--- src/rtl/word_serializer.sv ---
// ---------------------------------------------------------------------------
// word_serializer
//
// Purpose:
//   Parallel-to-serial converter with a valid/ready handshake on both sides.
//   A WIDTH-bit word is accepted on the load side while the block is idle.
//   It is then shifted out one bit per accepted serial transfer, either
//   MSB-first or LSB-first. A one-cycle done pulse marks the end of every
//   word.
//
// Optional feature:
//   WORD_SERIALIZER_PARITY_EN - when defined, one extra bit follows the data
//   bits. It is the even parity (XOR reduction) of the loaded word and is
//   sent in state PAR. When undefined, no parity state or logic exists and a
//   word is exactly WIDTH bits.
//
// Parameters:
//   WIDTH      - parallel word width in bits (2..32), default 32
//   MSB_FIRST  - 1: bit WIDTH-1 is sent first, 0: bit 0 is sent first
//
// Ports:
//   clk         in   single clock, all state updates on its rising edge
//   R           in   asynchronous active-low reset
//   in          in   parallel word offered for loading
//   load_valid  in   'in' holds a word offered for loading
//   load_ready  out  block can accept a word this cycle (IDLE only)
//   sout        out  current serial bit
//   sout_valid  out  sout carries a valid bit
//   sout_ready  in   downstream accepts the current bit
//   frame       out  high while sout carries the first data bit of a word
//   done        out  one-cycle pulse in the first IDLE cycle after the last
//                    bit of a word (data or parity) is accepted
// ---------------------------------------------------------------------------
module word_serializer #(
   parameter int WIDTH     = 32,
   parameter bit MSB_FIRST = 1'b1
) (
   input  logic             clk,
   input  logic             R,
   input  logic [WIDTH-1:0] in,
   input  logic             load_valid,
   output logic             load_ready,
   output logic             sout,
   output logic             sout_valid,
   input  logic             sout_ready,
   output logic             frame,
   output logic             done
);

   // The counter can hold WIDTH itself, so it never wraps inside a word.
   localparam int                 CNT_W    = $clog2(WIDTH + 1);
   localparam logic [CNT_W-1:0]   LAST_CNT = CNT_W'(WIDTH - 1);

`ifdef WORD_SERIALIZER_PARITY_EN
   typedef enum logic [1:0] {
      IDLE  = 2'd0,
      SHIFT = 2'd1,
      PAR   = 2'd2
   } state_e;
`else
   typedef enum logic [1:0] {
      IDLE  = 2'd0,
      SHIFT = 2'd1
   } state_e;
`endif

   state_e             state_q, state_d;
   logic [WIDTH-1:0]   sr_q, sr_d;
   logic [CNT_W-1:0]   cnt_q, cnt_d;
   logic               done_q, done_d;
   // Set on the first edge after reset release. It holds load_ready low
   // while R is low and through the release cycle, so the first accepted
   // load is on a clean edge.
   logic               run_q;
`ifdef WORD_SERIALIZER_PARITY_EN
   logic               parity_q, parity_d;
`endif

   // ------------------------------------------------------------------------
   // State registers
   // ------------------------------------------------------------------------
   // NOTE: sequential state uses non-blocking assignments only, so every
   // register samples the values from before the edge.
   always_ff @(posedge clk or negedge R) begin
      if (!R) begin
         state_q <= IDLE;
         // NOTE: the shift register is a datapath register, not a memory, so
         // it can be reset. Resetting it keeps sout deterministic after reset.
         sr_q    <= '0;
         cnt_q   <= '0;
         done_q  <= 1'b0;
         run_q   <= 1'b0;
      end else begin
         state_q <= state_d;
         sr_q    <= sr_d;
         cnt_q   <= cnt_d;
         done_q  <= done_d;
         run_q   <= 1'b1;
      end
   end

`ifdef WORD_SERIALIZER_PARITY_EN
   always_ff @(posedge clk or negedge R) begin
      if (!R) begin
         parity_q <= 1'b0;
      end else begin
         parity_q <= parity_d;
      end
   end
`endif

   // ------------------------------------------------------------------------
   // Next-state and output logic
   // ------------------------------------------------------------------------
   always_comb begin
      // NOTE: every signal assigned here gets a default first. Then no path
      // leaves a value unassigned, and no latch is inferred.
      state_d    = state_q;
      sr_d       = sr_q;
      cnt_d      = cnt_q;
      done_d     = 1'b0;
      load_ready = 1'b0;
      sout       = 1'b0;
      sout_valid = 1'b0;
      frame      = 1'b0;
`ifdef WORD_SERIALIZER_PARITY_EN
      parity_d   = parity_q;
`endif

      case (state_q)
         IDLE: begin
            load_ready = run_q;
            if (load_valid && run_q) begin
               // 'in' is sampled only here. Later changes to it cannot
               // reach the word in flight.
               sr_d    = in;
               cnt_d   = '0;
               state_d = SHIFT;
`ifdef WORD_SERIALIZER_PARITY_EN
               parity_d = ^in;
`endif
            end
         end

         SHIFT: begin
            sout_valid = 1'b1;
            sout       = MSB_FIRST ? sr_q[WIDTH-1] : sr_q[0];
            frame      = (cnt_q == '0);
            // With sout_ready low, nothing moves: sout, frame and the
            // counter hold for as long as the stall lasts.
            if (sout_ready) begin
               sr_d = MSB_FIRST ? {sr_q[WIDTH-2:0], 1'b0}
                                : {1'b0, sr_q[WIDTH-1:1]};
               if (cnt_q == LAST_CNT) begin
`ifdef WORD_SERIALIZER_PARITY_EN
                  state_d = PAR;
`else
                  state_d = IDLE;
                  done_d  = 1'b1;
`endif
               end else begin
                  cnt_d = cnt_q + 1'b1;
               end
            end
         end

`ifdef WORD_SERIALIZER_PARITY_EN
         PAR: begin
            sout_valid = 1'b1;
            sout       = parity_q;
            if (sout_ready) begin
               state_d = IDLE;
               done_d  = 1'b1;
            end
         end
`endif

         default: begin
            state_d = IDLE;
         end
      endcase
   end

   // done is registered, so it is high exactly in the first IDLE cycle
   // after the final accepted bit, and a reset clears it at once.
   assign done = done_q;

endmodule

--- config.mk ---
export PLATFORM = sky130hd
export DESIGN_NAME = word_serializer
export DESIGN_NICKNAME = d
export VERILOG_FILES = /design/src/rtl/word_serializer.sv
export SDC_FILE = /design/constraint.sdc
export NUM_CORES = 1
export LEC_CHECK = 0
export CORE_MARGIN = 2
export CORE_UTILIZATION = 40
export CTS_BUF_LIST = sky130_fd_sc_hd__clkbuf_4 sky130_fd_sc_hd__clkbuf_8
export DETAILED_ROUTE_END_ITERATION = 6
export GPL_TIMING_DRIVEN = 0
export PLACE_DENSITY = 0.64
export SYNTH_ARGS = -nofsm -noshare
export SYNTH_HDL_FRONTEND = slang
export SYNTH_SLANG_ARGS = --single-unit
--- constraint.sdc ---
create_clock -name clk -period 4.1 [get_ports clk]
set_input_delay 0.82 -clock clk [delete_from_list [all_inputs] [get_ports clk]]
set_output_delay 0.82 -clock clk [all_outputs]
set_load 0.01 [all_outputs]
==> metrics.yaml <==
pwr:
  p_per_area_nw_per_um2: 570
  power.total_mw: 1.48
  peakVddDrop_v: 0.000303
  p_leak_nw: 1.28
sta:
  setup_slack_ns: 1.02
  setup_viol: 0
  slew_headroom: 0.652
  tns_ns: 0
  finalClockSkew_ns: 0.00488
  maxSlewViolCount: 0
  fin_crit_sh: 0.752
  worst_hold_slack_ns: 0.447
  period_minus_slack_ns: 3.08
  hold_viol_final: 0
  tightest_slew_ns: 0.522
  grt_setup_unrepaired: "no"
  fmax_mhz: 324
clock_network:
  clock_path_buffers: 2
  cts_made_buffers: 5
  clk_latency_ns: 0.29
  cts_resized: 0
  cts.reportedPaths.clkPinSlew_ns: 0.08
  root_buffer: "clkbuf_8"
  post_cts.repair.setup_buffers: 0
  postCtsHoldBufs: 0
  cts_tree: "yes"
  cts_htree_levels: 2
  cts.sinks: 41
hold_path:
  worstHoldPathType: "in -> async"
logic_synthesis:
  synth_area_per_cell_um2: 10.1
  syn_inst: 196
  synth_top_area_cell: "dfrtp_1"
  yosys_warnings: 0
  syn-cell-area_um2: 1980
  synth-seq-area-share: 0.517
  ys.flop_type: "dfrtp_1"
  yosys-top-cells-area: "dfrtp_1 (52%), mux2i_1 (16%), o21ai_0 (8.8%), nand2_1 (7.2%), buf_2 (2.3%)"
  synth.top_cell.area_share: 0.517
  synth_enable_flop_cells: 0
  ys_seq_elements: 41
  ys_async_sr_fraction: 1.00
  synthesis.nets: 234
  synth_cell_types: 32
grt:
  grt_pass1_wl_um: 6680
  grt_max_degree: 27
  overflow: 0
  grt_pass1_vias: 1477
  grt_util_all_layers: 0.158
  antenna_found_initial: 0
worst_setup_path:
  start_kind: "flip-flop"
  r2r_end: "cnt_q[5]"
  critPathKind: "reg -> out"
  rrSetupSlack_ns: 2.55
  arrival_ns: 2.26
  worstRegToRegCells: 5
  critPathMaxFanout: 5
  crit_required_ns: 3.28
  end_kind: "primary output"
  timing.rr.start: "cnt_q[0]"
routing:
  routedWlPerCell_um: 12.8
  drtIter0Drc: 130
  route.detailed.drc: 0
  firstDrtPassIters: 4
  dr_total_vias: 1545
  post_drt_via_cell_ratio: 4.95
  wl_um: 3990
  drtAntennaViolNets: 0
floorplan:
  ios: 41
  die_w_um: 74.4
  die-area_um2: 5540
  die_y_um: 74.4
  core.rowCount: 25
  start_util: 0.417
  fp.coreArea_um2: 4750
placement:
  portBuffers: 40
  postPlaceCellArea_um2: 2480
  hpwl_um: 2860
  gp_congestion: 0.824
  dp_worst_setup_slack_ns: 1.30
cells_and_area:
  area_growth_pct: 31.2
  antenna_cells: 0
  drive_gt1_frac: 0.102
  fillers: 439
  final_area_um2: 2600
  fin_nets: 282
status:
  status: "finished clean"
run:
  cap_violations: 0
## metrics by stage
step / std cells / utilization
after global placement: 303 / 0.519
after global routing: 312 / 0.547
after floorplan: 196 / -
final: 312 / 0.547
after CTS: 312 / 0.547
after detailed placement: 304 / 0.522
## synth_stat cells, types with 3 or more instances
library cell and n:
a21oi_1 3, and2_1 3, and3_1 3, buf_2 9
dfrtp_1 41, inv_1 3, mux2i_1 31, nand2_1 38
o21ai_0 35
## critical path: stages (launching register included)
cell and delay, ns:
dfrtp_1 0.43, inv_1 0.07, ha_1 0.15, or4b_2 0.58, nor3b_1 0.18, clkdlybuf4s50_1 0.56
## cells by family after synthesis
group / synth area share
buffers and inverters: 0.0391
DFF: 0.517
adders and majority gates: 0.0126
other: 0.00189
AOI/OAI and AO/OA: 0.127
muxes: 0.156
and+or+nand+nor: 0.145
## placed cells by master, fill, tap and decap left out, types with 2 or more instances in the layout
cell / netlist / layout
o21ai_0: 35 / 35
dfrtp_1: 41 / 41
nor2b_1: 2 / 2
a21oi_1: 3 / 3
ha_1: 2 / 2
and2_1: 3 / 3
inv_1: 3 / 3
nor3b_1: 2 / 2
nand2_1: 38 / 38
nand2b_1: 2 / 2
nor2_1: 2 / 2
clkbuf_2: 2 / 2
clkbuf_8: 0 / 6
clkdlybuf4s50_1: 0 / 39
mux2i_1: 31 / 31
nand3_1: 2 / 2
buf_2: 9 / 10
and3_1: 3 / 3
## cell type report
| cell class | count | area (um^2) | area share |
|---|---|---|---|
| Tap cell | 67 | 83.8 | 0.0322 |
| Sequential cell | 41 | 1030 | 0.394 |
| Inverter | 3 | 11.3 | 0.00433 |
| Multi-Input combinational cell | 139 | 880 | 0.338 |
| Clock inverter | 1 | 30.0 | 0.0115 |
| Clock buffer | 7 | 90.1 | 0.0346 |
| Timing Repair Buffer | 41 | 415 | 0.160 |
| Buffer | 13 | 66.3 | 0.0255 |
## how the worst max path moves through the flow
| stage | startpoint | to | slack, ns | depth (start not counted) |
|---|---|---|---|---|
| after CTS | cnt_q[0] | frame | 0.98 | 5 |
| final | cnt_q[0] | frame | 1.02 | 5 |
| after global routing | cnt_q[0] | frame | 0.90 | 5 |
| after detailed placement | cnt_q[0] | frame | 1.30 | 5 |
| after floorplan | cnt_q[0] | frame | 1.81 | 4 |
| after global placement | R | sr_q[6] | 1.09 | 1 |
## layer usage
layer / share of wire / wire length (um) / global-route usage / vias to the layer above
met2: 0.45 / 1790 / 0.244 / 33
met4: 0.014 / 55 / 0.0595 / 0
li1: - / - / - / 773
met3: 0.043 / 171 / 0.0352 / 5
met5: 0 / 0 / 0 / -
met1: 0.50 / 1980 / 0.217 / 734
## power by group
part	leakage (nW)	internal, mW	switching, mW
logic	0.698	0.235	0.233
registers	0.520	0.566	0.105
clock network	0.0619	0.205	0.138
## state kept, by name, indices dropped and copies added, names as in the netlist
name,count
done,1
sr_q,32
cnt_q,6
state_q,1
run_q,1
No activity file was read; power rests on OpenSTA's default activity.
